## src/rtl/imuldiv_int_div_iterative_param.sv

```systemverilog
// Iterative restoring divider: one quotient bit per cycle, signed or unsigned,
// with defined divide-by-zero results and an optional early-out for |a| < |b|.
module imuldiv_int_div_iterative_param #(
  parameter int W         = 32,
  parameter int EARLY_OUT = 1
) (
  input  logic           clk,
  input  logic           reset,
  input  logic           divreq_msg_fn,
  input  logic [W-1:0]   divreq_msg_a,
  input  logic [W-1:0]   divreq_msg_b,
  input  logic           divreq_val,
  output logic           divreq_rdy,
  output logic [2*W-1:0] divresp_msg_result,
  output logic           divresp_val,
  input  logic           divresp_rdy
);
  localparam int CW = (W > 2) ? $clog2(W) : 1;

  typedef enum logic [1:0] {IDLE, CALC, DONE} state_t;

  state_t         r_state;
  state_t         w_state_next;
  logic [CW-1:0]  r_cnt;
  logic [2*W-1:0] r_rq;
  logic [W-1:0]   r_b_mag;
  logic           r_neg_q;
  logic           r_neg_r;
  logic [2*W-1:0] r_result;

  logic [W-1:0]   w_a_mag;
  logic [W-1:0]   w_b_mag;
  logic           w_b_zero;
  logic           w_early;
  logic [2*W:0]   w_shift;
  logic [2*W:0]   w_diff;
  logic [2*W-1:0] w_rq_step;
  logic [W-1:0]   w_quo;
  logic [W-1:0]   w_rem;

  assign w_a_mag  = (divreq_msg_fn && divreq_msg_a[W-1]) ? -divreq_msg_a : divreq_msg_a;
  assign w_b_mag  = (divreq_msg_fn && divreq_msg_b[W-1]) ? -divreq_msg_b : divreq_msg_b;
  assign w_b_zero = (divreq_msg_b == '0);
  assign w_early  = w_b_zero || ((EARLY_OUT != 0) && (w_a_mag < w_b_mag));

  // One restoring step: the difference's top bit set means the trial subtract underflowed.
  assign w_shift   = {r_rq, 1'b0};
  assign w_diff    = w_shift - {1'b0, r_b_mag, {W{1'b0}}};
  assign w_rq_step = w_diff[2*W] ? w_shift[2*W-1:0]
                                 : (w_diff[2*W-1:0] | {{(2*W-1){1'b0}}, 1'b1});
  assign w_quo     = r_neg_q ? -w_rq_step[W-1:0]   : w_rq_step[W-1:0];
  assign w_rem     = r_neg_r ? -w_rq_step[2*W-1:W] : w_rq_step[2*W-1:W];

  always_comb begin
    w_state_next = r_state;
    divreq_rdy   = 1'b0;
    divresp_val  = 1'b0;
    case (r_state)
      IDLE: begin
        divreq_rdy = 1'b1;
        if (divreq_val) w_state_next = w_early ? DONE : CALC;
      end
      CALC: begin
        if (r_cnt == '0) w_state_next = DONE;
      end
      DONE: begin
        divresp_val = 1'b1;
        if (divresp_rdy) w_state_next = IDLE;
      end
      default: w_state_next = IDLE;
    endcase
  end

  always_ff @(posedge clk) begin
    if (reset) begin
      r_state  <= IDLE;
      r_cnt    <= '0;
      r_rq     <= '0;
      r_b_mag  <= '0;
      r_neg_q  <= 1'b0;
      r_neg_r  <= 1'b0;
      r_result <= '0;
    end else begin
      r_state <= w_state_next;
      case (r_state)
        IDLE: begin
          if (divreq_val) begin
            r_rq    <= {{W{1'b0}}, w_a_mag};
            r_b_mag <= w_b_mag;
            r_cnt   <= CW'(W - 1);
            r_neg_q <= divreq_msg_fn & (divreq_msg_a[W-1] ^ divreq_msg_b[W-1]);
            r_neg_r <= divreq_msg_fn & divreq_msg_a[W-1];
            // Trivial cases skip the iteration; the remainder is the raw dividend.
            if (w_b_zero)     r_result <= {divreq_msg_a, {W{1'b1}}};
            else if (w_early) r_result <= {divreq_msg_a, {W{1'b0}}};
          end
        end
        CALC: begin
          r_rq  <= w_rq_step;
          r_cnt <= r_cnt - CW'(1);
          if (r_cnt == '0) r_result <= {w_rem, w_quo};
        end
        default: ;
      endcase
    end
  end

  assign divresp_msg_result = r_result;

endmodule
```

## config.mk

```make
export PLATFORM = sky130hd
export DESIGN_NAME = imuldiv_int_div_iterative_param
export DESIGN_NICKNAME = d
export VERILOG_FILES = /design/src/rtl/imuldiv_int_div_iterative_param.sv
export SDC_FILE = /design/constraint.sdc
export NUM_CORES = 1
export LEC_CHECK = 0
export BUFFER_PORTS_ARGS = -buffer_cell sky130_fd_sc_hd__buf_4
export CAP_MARGIN = 30
export CORE_ASPECT_RATIO = 1.75
export CORE_MARGIN = 2
export CORE_UTILIZATION = 55
export CTS_BUF_LIST = sky130_fd_sc_hd__clkbuf_8
export CTS_CLUSTER_DIAMETER = 80
export CTS_CLUSTER_SIZE = 16
export DETAILED_ROUTE_END_ITERATION = 10
export HOLD_SLACK_MARGIN = 0.1
export PLACE_DENSITY = 0.85
export SLEW_MARGIN = 5
export SYNTH_ARGS = -nofsm -noshare
export SYNTH_HDL_FRONTEND = slang
export SYNTH_SLANG_ARGS = --single-unit
```

## constraint.sdc

```tcl
create_clock -name clk -period 6.4 [get_ports clk]
set_clock_uncertainty 0.2 [all_clocks]
set_input_delay 0.96 -clock clk [delete_from_list [all_inputs] [get_ports clk]]
set_output_delay 0.96 -clock clk [all_outputs]
set_load 0.01 [all_outputs]
```

==> summary.md <==
| Metric | Value |
|---|---|
| Drt first pass iters | `9` |
| Clock latency on the worst-skew pair | `0.51 ns` |
| DR iter-0 viols | `1,425` |
| CTS tree | `done` |
| Worst hold path type | `register to register` |
| Final Worst Setup Slack | `0.5944 ns` |
| YS warnings | `0` |
| Vias post-DR | `12,900` |
| Crit path kind | `register to register` |
| Yosys cell types | `90` |
| Leading area contributor after synthesis | `dfxtp_1` |
| Max clock buf depth | `2` |
| FFs w/ async S/R, synth | `0%` |
| Fraction of layout cells with a size suffix above 1 | `14.04%` |
| Port-buffer cells | `134` |
| Post-synth EDFFs | `0` |
| Final period util | `90.71%` |
| DRC Markers | `0` |
| Top Ports | `135` |
| Cts hold-fix bufs | `0` |
| CTS buffer count | `17` |
| CTS resizes | `0` |
| GR Overflow Total | `0` |
| Starting density of the core | `55.85%` |
| Crit. End Element | `register` |
| Root buf cell | `clkbuf_8` |
| Setup_tns | `0 ns` |
| Cell area after synthesis | `12,280 um2` |
| DR WL/cell | `21.04 um` |
| Global-route wire length before repair | `66,020 um` |
| VDD IR max | `193.0 uV` |
| Core box area | `21,980 um2` |
| Outcome | `finished clean` |
| Largest cells by area after synthesis | `dfxtp_1 28%, ha_1 7.0%, nor2_1 6.6%` |
| # clock sinks | `169` |
| Slew HR | `33.74%` |
| NumNets Final | `1,828` |
| Chip height | `201.6 um` |
| Die width | `116.9 um` |
| Yosys reg bits | `169` |
| Fmax | `172.2 MHz` |
| Leak pwr | `5.688 nW` |
| CP arrival | `5.98 ns` |
| Post-Syn Instances | `1,599` |
| Final wirelength | `42,040 um` |
| Post-synth top area share | `27.56%` |
| Pwr/cell area | `257.8 nW/um2` |
| Unrepaired setup endpoints after global routing | `false` |
| Pins Over Slew Limit | `0` |
| Placement Rows | `72` |
| Vias/cell | `6.455` |
| Worst setup SP type | `register` |
| P&R area growth vs syn | `14.26%` |
| Post-Syn Nets | `1,738` |
| Post-DP HPWL | `31,980 um` |
| Most used standard cell by instance count after synthesis | `nor2_1` |
| Post-CTS setup buffers | `0` |
| Final min period | `5.806 ns` |
| GRT Total Usage | `36.08%` |
| Initial antenna violation count | `0` |
| ANT nets after route | `0` |
| Post-synthesis sequential area ratio | `27.56%` |
| Average cell area after synthesis | `7.677 um2` |
| Largest net degree at the start of global routing | `98` |
| Final GP Congestion | `1.020` |
| Vias in the first global route | `12,590` |
| H-tree depth | `4` |
| Setup violators final | `0` |
| CP required | `6.57 ns` |
| Synth Flop Type | `dfxtp_1` |
| CP max FO | `4` |
| Area of the die | `23,580 um2` |
| Clock transition at path regs | `0.10 ns` |
| Pre-CTS setup slack | `0.2259 ns` |
| Maxcap violations | `0` |
| Slew of the pin with the lowest slew margin | `0.9939 ns` |
| Synth top cells by count | `215 x nor2_1, 169 x dfxtp_1, 134 x a21oi_1, 127 x nand2_1, 87 x xnor2_1` |
| Final hold vios | `0` |
| Total Power | `3.616 mW` |
| Ant diodes | `0` |
==> power by group <==
| part | total, mW | leakage, nW | switching, mW | internal [mW] |
|---|---|---|---|---|
| clock network | 0.827 | 0.214 | 0.429 | 0.397 |
| registers | 1.34 | 1.39 | 0.138 | 1.20 |
| logic | 1.45 | 4.09 | 0.888 | 0.562 |
==> critical path: stages, from the launching register on <==
cell	delay, ns
dfxtp_1	0.32
inv_1	0.07
ha_1	0.18
inv_1	0.06
fa_1	0.42
a211oi_2	0.28
o21a_1	0.31
a2111o_1	0.32
a21oi_2	0.12
o21a_1	0.23
nor2_4	0.23
inv_2	0.06
buf_4	0.14
a21oi_1	0.20
ha_1	0.25
or4b_2	0.60
or3_1	0.34
nor4_1	0.18
a2bb2oi_1	0.20
buf_4	0.16
nand3_1	0.13
o31ai_1	0.32
xnor2_1	0.19
o221ai_1	0.15
==> final cells by class <==
cell class | instances | area [um2]
multi-input combinational | 1275 | 8343
fill | 1963 | 7955
sequential | 169 | 3383
timing repair buffer | 169 | 1301
tap | 296 | 370.4
clock buffer | 18 | 247.7
inverter | 57 | 214.0
clock inverter | 14 | 166.4
==> worst paths after layout <==
path / cells after the start / to / slack [ns] / startpoint
worst max-delay path: 23 / divresp_msg_result[60] / 0.59 / r_rq[31]
worst min-delay path: 1 / divresp_msg_result[59] / 0.28 / divresp_msg_result[59]
worst max register to register: 23 / divresp_msg_result[60] / 0.59 / r_rq[31]
worst min register to register: 1 / divresp_msg_result[59] / 0.28 / divresp_msg_result[59]
==> sequential cells by signal, indices dropped and copies added (netlist names) <==
name	cells
r_b_mag	32
r_neg_r	1
divresp_msg_result	64
r_state	2
r_neg_q	1
r_rq	64
r_cnt	5
==> per-layer routing <==
layer	global-route usage (%)	part of all wire, %	vias to the layer above
li1	-	-	6055
met1	39.74	35	6025
met2	60.36	50	624
met3	6.205	6.7	193
met4	26.97	8.5	0
met5	0	0	-
==> cells in the final DEF (no fill, tap or decap), types with 12 or more instances in the layout <==
cell type	netlist	layout
nor2_1	215	215
dfxtp_1	169	169
buf_4	0	167
a21oi_1	134	133
nand2_1	127	127
xnor2_1	87	87
o21ai_0	85	85
ha_1	69	69
inv_1	56	56
a211oi_1	50	50
xor2_1	48	48
nor3_1	46	46
a222oi_1	33	33
o31ai_1	29	29
a21o_1	25	25
mux2i_1	25	25
nand3_1	24	24
a311oi_1	20	20
nor2b_1	20	19
nand2b_1	19	18
nor4_1	18	18
clkbuf_8	0	18
or3_1	13	13
a31oi_1	13	13
nand4_1	13	13
o41ai_1	12	12
==> metrics by stage <==
step                      utilization, %  cells  cell area (um2)  hold WS [ns]
after floorplan                        -   1599            12280        0.2400
after global placement             61.80   1965            13580        0.2518
after detailed placement           61.80   1965            13580        0.2603
after CTS                          63.68   1997            14000        0.2837
after global routing               63.81   1998            14030        0.2967
final                              63.81   1998            14030        0.2823
==> cells by family (layout without fill, tap and decap cells) <==
logic type,after synthesis,after routing,share of synthesized area [%]
buffers and inverters,155,258,4.842
AOI/OAI and AO/OA,492,492,27.55
and+or+nand+nor,550,550,20.91
adders and majority gates,70,70,7.196
DFF,169,169,27.56
xor gates and xnor gates,135,135,9.632
muxes,28,28,2.314
No activity file was read; power rests on OpenSTA's default activity.
